`config.mk`:
```
export PLATFORM = sky130hd
export DESIGN_NAME = axi_lite_mem_arbiter
export DESIGN_NICKNAME = d
export VERILOG_FILES = /design/src/rtl/axi_lite_mem_arbiter_pkg.sv /design/src/rtl/axi_lite_mem_arbiter_rr.sv /design/src/rtl/axi_lite_mem_arbiter.sv
export SDC_FILE = /design/constraint.sdc
export NUM_CORES = 1
export LEC_CHECK = 0
export BUFFER_PORTS_ARGS = -buffer_cell sky130_fd_sc_hd__buf_2
export CORE_AREA = 2 2 140 142
export CTS_CLUSTER_SIZE = 40
export DETAILED_ROUTE_END_ITERATION = 10
export DIE_AREA = 0 0 142 144
export MAX_ROUTING_LAYER = met4
export PLACE_DENSITY_LB_ADDON = 0.1
export SLEW_MARGIN = 20
export SYNTH_ARGS = -nofsm -noshare
export SYNTH_HDL_FRONTEND = slang
export SYNTH_SLANG_ARGS = --single-unit
```
`constraint.sdc`:
```
create_clock -name clk -period 2 [get_ports clk]
set_clock_uncertainty 0.05 [all_clocks]
set_input_delay 0.2 -clock clk [delete_from_list [all_inputs] [get_ports clk]]
set_output_delay 0.2 -clock clk [all_outputs]
set_load 0.02 [all_outputs]
```
`src/rtl/axi_lite_mem_arbiter_pkg.sv`:
```
// Shared AXI-lite widths and arbiter encodings for the IFU/LSU memory arbiter.
// The package is called axi_pkg because it is meant to be shared by other AXI-lite blocks.
package axi_pkg;
    localparam int AXI_ADDR  = 32;
    localparam int AXI_DATA  = 32;
    localparam int AXI_WSTRB = 4;
    localparam int AXI_RESP  = 2;

    typedef enum logic [2:0] {
        IDLE, IFU_AR, IFU_R, LSU_AR, LSU_R, LSU_W, LSU_B
    } arb_state_e;

    typedef enum logic {
        GRANT_IFU = 1'b0,
        GRANT_LSU = 1'b1
    } grant_e;
endpackage

```
`src/rtl/axi_lite_mem_arbiter_rr.sv`:
```
// Two-requester round-robin picker: bit 0 = IFU, bit 1 = LSU, one-hot grant.
// On a tie, the requester that was not served last wins.
module rr_arbiter2
    import axi_pkg::*;
(
    input  logic [1:0] req_i,
    input  grant_e     last_grant_i,
    output logic [1:0] gnt_o
);
    always_comb begin
        gnt_o = req_i;
        if (req_i == 2'b11)
            gnt_o = (last_grant_i == GRANT_LSU) ? 2'b01 : 2'b10;
    end
endmodule

```
`src/rtl/axi_lite_mem_arbiter.sv`:
```
// Shares one AXI-lite memory slave between the IFU (read-only) and the LSU (read/write).
// One transaction is in flight at a time; all channel routing is combinational from the state.
module axi_lite_mem_arbiter
    import axi_pkg::*;
#(
    parameter logic RR_INIT = 1'b0
) (
    input  logic                 clk,
    input  logic                 rst,
    input  logic [AXI_ADDR-1:0]  ifu_araddr,
    input  logic                 ifu_arvalid,
    output logic                 ifu_arready,
    output logic [AXI_DATA-1:0]  ifu_rdata,
    output logic [AXI_RESP-1:0]  ifu_rresp,
    output logic                 ifu_rvalid,
    input  logic                 ifu_rready,
    input  logic [AXI_ADDR-1:0]  lsu_araddr,
    input  logic                 lsu_arvalid,
    output logic                 lsu_arready,
    output logic [AXI_DATA-1:0]  lsu_rdata,
    output logic [AXI_RESP-1:0]  lsu_rresp,
    output logic                 lsu_rvalid,
    input  logic                 lsu_rready,
    input  logic [AXI_ADDR-1:0]  lsu_awaddr,
    input  logic                 lsu_awvalid,
    output logic                 lsu_awready,
    input  logic [AXI_DATA-1:0]  lsu_wdata,
    input  logic [AXI_WSTRB-1:0] lsu_wstrb,
    input  logic                 lsu_wvalid,
    output logic                 lsu_wready,
    output logic [AXI_RESP-1:0]  lsu_bresp,
    output logic                 lsu_bvalid,
    input  logic                 lsu_bready,
    output logic [AXI_ADDR-1:0]  mem_araddr,
    output logic                 mem_arvalid,
    input  logic                 mem_arready,
    input  logic [AXI_DATA-1:0]  mem_rdata,
    input  logic [AXI_RESP-1:0]  mem_rresp,
    input  logic                 mem_rvalid,
    output logic                 mem_rready,
    output logic [AXI_ADDR-1:0]  mem_awaddr,
    output logic                 mem_awvalid,
    input  logic                 mem_awready,
    output logic [AXI_DATA-1:0]  mem_wdata,
    output logic [AXI_WSTRB-1:0] mem_wstrb,
    output logic                 mem_wvalid,
    input  logic                 mem_wready,
    input  logic [AXI_RESP-1:0]  mem_bresp,
    input  logic                 mem_bvalid,
    output logic                 mem_bready
);
    arb_state_e state_q, state_d;
    grant_e     last_grant_q, last_grant_d;
    logic       aw_done_q, aw_done_d;
    logic       w_done_q, w_done_d;
    logic [1:0] req, gnt;

    assign req = {lsu_awvalid | lsu_arvalid, ifu_arvalid};

    rr_arbiter2 u_rr (
        .req_i        (req),
        .last_grant_i (last_grant_q),
        .gnt_o        (gnt)
    );

    always_comb begin
        ifu_arready = 1'b0;
        ifu_rdata   = '0;
        ifu_rresp   = '0;
        ifu_rvalid  = 1'b0;
        lsu_arready = 1'b0;
        lsu_rdata   = '0;
        lsu_rresp   = '0;
        lsu_rvalid  = 1'b0;
        lsu_awready = 1'b0;
        lsu_wready  = 1'b0;
        lsu_bresp   = '0;
        lsu_bvalid  = 1'b0;
        mem_araddr  = '0;
        mem_arvalid = 1'b0;
        mem_rready  = 1'b0;
        mem_awaddr  = '0;
        mem_awvalid = 1'b0;
        mem_wdata   = '0;
        mem_wstrb   = '0;
        mem_wvalid  = 1'b0;
        mem_bready  = 1'b0;
        case (state_q)
            IFU_AR: begin
                mem_araddr  = ifu_araddr;
                mem_arvalid = ifu_arvalid;
                ifu_arready = mem_arready;
            end
            IFU_R: begin
                ifu_rdata  = mem_rdata;
                ifu_rresp  = mem_rresp;
                ifu_rvalid = mem_rvalid;
                mem_rready = ifu_rready;
            end
            LSU_AR: begin
                mem_araddr  = lsu_araddr;
                mem_arvalid = lsu_arvalid;
                lsu_arready = mem_arready;
            end
            LSU_R: begin
                lsu_rdata  = mem_rdata;
                lsu_rresp  = mem_rresp;
                lsu_rvalid = mem_rvalid;
                mem_rready = lsu_rready;
            end
            // AW and W complete independently; a finished channel is masked off.
            LSU_W: begin
                mem_awaddr  = lsu_awaddr;
                mem_awvalid = lsu_awvalid & ~aw_done_q;
                lsu_awready = mem_awready & ~aw_done_q;
                mem_wdata   = lsu_wdata;
                mem_wstrb   = lsu_wstrb;
                mem_wvalid  = lsu_wvalid & ~w_done_q;
                lsu_wready  = mem_wready & ~w_done_q;
            end
            LSU_B: begin
                lsu_bresp  = mem_bresp;
                lsu_bvalid = mem_bvalid;
                mem_bready = lsu_bready;
            end
            default: ;
        endcase
    end

    always_comb begin
        state_d      = state_q;
        last_grant_d = last_grant_q;
        aw_done_d    = aw_done_q;
        w_done_d     = w_done_q;
        case (state_q)
            // Granting always costs this one IDLE cycle; no ready is raised here.
            IDLE: begin
                if (gnt[1]) begin
                    last_grant_d = GRANT_LSU;
                    state_d      = lsu_awvalid ? LSU_W : LSU_AR;
                end else if (gnt[0]) begin
                    last_grant_d = GRANT_IFU;
                    state_d      = IFU_AR;
                end
            end
            IFU_AR: if (mem_arvalid & mem_arready) state_d = IFU_R;
            IFU_R:  if (mem_rvalid & mem_rready)   state_d = IDLE;
            LSU_AR: if (mem_arvalid & mem_arready) state_d = LSU_R;
            LSU_R:  if (mem_rvalid & mem_rready)   state_d = IDLE;
            LSU_W: begin
                aw_done_d = aw_done_q | (mem_awvalid & mem_awready);
                w_done_d  = w_done_q | (mem_wvalid & mem_wready);
                if (aw_done_d & w_done_d) state_d = LSU_B;
            end
            LSU_B: begin
                if (mem_bvalid & mem_bready) begin
                    aw_done_d = 1'b0;
                    w_done_d  = 1'b0;
                    state_d   = IDLE;
                end
            end
            default: state_d = IDLE;
        endcase
    end

    always_ff @(posedge clk or posedge rst) begin
        if (rst) begin
            state_q      <= IDLE;
            last_grant_q <= grant_e'(RR_INIT);
            aw_done_q    <= 1'b0;
            w_done_q     <= 1'b0;
        end else begin
            state_q      <= state_d;
            last_grant_q <= last_grant_d;
            aw_done_q    <= aw_done_d;
            w_done_q     <= w_done_d;
        end
    end
endmodule

```
==> qor.yml <==
synth.distinct_cells: 33
status: "finished clean"
setup_ws_ns: 0.113
nets: 794
cts_buffers: 3
area_growth_pct: 121
postCtsSetupBuffers: 0
die_y_um: 144
top_usage_layer: "met2"
htreeDepth: 1
worst_hold_slack_ns: 0.166
grt_max_degree: 51
routedWlPerCell_um: 12.6
rows: 51
finalHoldViolCount: 0
synth.top_cells.by_area: "and2_1 37%, a22o_1 16%, and3_1 12%"
crit_path_end_kind: "output pin"
fin_cells: 848
drive_gt1_share_pct: 64.1
cap_viol_max_count: 0
cts_tree: "done"
cts_max_path_buffers: 2
gr-usage-all-layers_pct: 9.18
grt_overflow: 0
io_buffers: 363
synth_edf_count: 0
ys_async_sr_fraction_pct: 100
cellLeakagePower_nw: 2.64
startpoint_type: "flop"
antenna_found_initial: 0
first_global_vias: 2981
finalSetupViolCount: 0
worst_pin_slew_ns: 0.287
detailroute.via_count: 3235
synth_area_um2: 1840
postSynthCellCount: 260
dp_cells: 844
final_cell_area_um2: 4050
drv_slew: 0
met1_usage_pct: 8.59
grt_pass1_wl_um: 14500
gp_congestion: 0.784
dr.pass1.iters: 4
ys.flop_type: "dfrtp_1"
clkSinkCount: 6
place_ws_ns: 0.209
ys_seq_elements: 6
fin_crit_sh_pct: 94.4
max-vdd-ir-drop_mv: 0.333
cp_max_fo: 37
worstPathArrival_ns: 1.64
period_needed_ns: 1.89
synth_top_cell_by_area: "and2_1"
placed_area_um2: 3950
io_pins: 364
routed_wl_um: 10700
synth_top_area_share_pct: 37.5
start_util_pct: 9.63
fill_cells: 2132
slew_headroom_pct: 80.4
power_density_nw_per_um2: 1020
first_iter_violations: 90
grtUsageMet3_pct: 1.52
clock_latency_ns: 0.23
n_antenna_cell: 0
syn_area_per_cell_um2: 7.06
dp_hpwl_um: 9120
die-width_um: 142
final_util_pct: 21.2
syn_nets: 442
cts_root_buffer: "clkbuf_16"
drc: 0
hold_path.class: "primary input to flop"
worstSetupPathType: "flop to output pin"
core_um2: 19100
fmax_ghz: 0.530
path_clk_slew_ns: 0.03
antenna_left: 0
vias_per_cell: 3.81
dieArea_um2: 20400
use_met2_pct: 19.4
required_ns: 1.75
ys_seq_area_share_pct: 8.17
yosys_warnings: 0
-- worst paths after layout --
kind	startpoint	to	slack (ns)	cells after the start
worst min-delay path	mem_bvalid	w_done_q$_DFFE_PP0P_	0.17	2
worst min register to register	last_grant_q$_DFFE_PP0P_	last_grant_q$_DFFE_PP0P_	0.48	1
max in group asynchronous	rst	state_q[0]$_DFFE_PP0P_	1.25	3
worst max-delay path	state_q[0]$_DFFE_PP0P_	mem_rready	0.11	6
min in group asynchronous	rst	last_grant_q$_DFFE_PP0P_	0.42	3
worst max register to register	state_q[2]$_DFFE_PP0P_	state_q[2]$_DFFE_PP0P_	0.28	4
-- repair_timing --
item	CTS	global route
endpoints found under the hold margin	6	0
setup endpoints to repair	60	104
hold buffers	1	0
pin swaps	0	0
gates resized for setup	1	6
-- critical path, cell delays in order, from the launching register on --
cell and delay [ns]:
dfrtp_2 0.46, buf_4 0.18, nor2_2 0.15, buf_12 0.20, and2_1 0.14, a22o_1 0.11
buf_2 0.16
-- synthesized netlist by cell type (2+ instances only) --
master / count
and3b_1: 2
buf_2: 7
mux2_1: 2
a21oi_1: 5
nand3_1: 2
and3_1: 35
clkbuf_1: 16
buf_6: 3
and2_1: 110
nor2_2: 3
nand2_1: 3
inv_1: 2
dfrtp_1: 6
nor3b_1: 4
a22o_1: 34
nor2_1: 4
a31oi_1: 6
-- layer usage --
layer  up-vias  part of all wire [%]
met5         -                     0
met4         0                  0.67
met3         4                   7.2
met2       196                    57
met1      1426                    35
li1       1609                     -
-- cells in the final DEF, fill, tap and decap left out, types with 4 or more instances in the layout --
master	n
buf_4	5
a22o_1	34
buf_2	363
a21oi_1	5
nor2_1	4
and2_1	110
nor3b_1	4
and3_1	35
a31oi_1	6
buf_12	5
-- state kept, by name (all words and copies together) (netlist names) --
signal        cells
aw_done_q         1
last_grant_q      1
state_q           3
w_done_q          1
-- kinds of logic (layout without fill, tap and decap cells) --
group / count (synthesis) / in the layout / share of synthesized area [%]
buffers and inverters: 29 / 379 / 7.83
DFF: 6 / 6 / 8.17
and+or+nand+nor: 167 / 167 / 57.2
AOI/OAI and AO/OA: 54 / 54 / 24.3
muxes: 4 / 4 / 2.59
-- per-stage QoR --
stage	total power [mW]	TNS, ns
after floorplan	2.57	0
final	4.15	0
after detailed placement	3.84	0
after global routing	4.47	-0.00215
after CTS	4.18	0
after global placement	3.88	0
-- layout make-up --
type | count | area, um^2 | share of cell area (%)
well taps | 238 | 298 | 7.35
multi-input cells | 225 | 1550 | 38.3
repair buffers | 374 | 1960 | 48.5
inverters | 2 | 7.51 | 0.185
flip-flops and latches | 6 | 154 | 3.80
clock buffers | 3 | 75.1 | 1.85
-- where the power goes --
part / switching [mW] / internal (mW)
clock network: 0.0651 / 0.256
logic: 2.12 / 1.41
registers: 0.108 / 0.187
No activity file was read; power rests on OpenSTA's default activity.
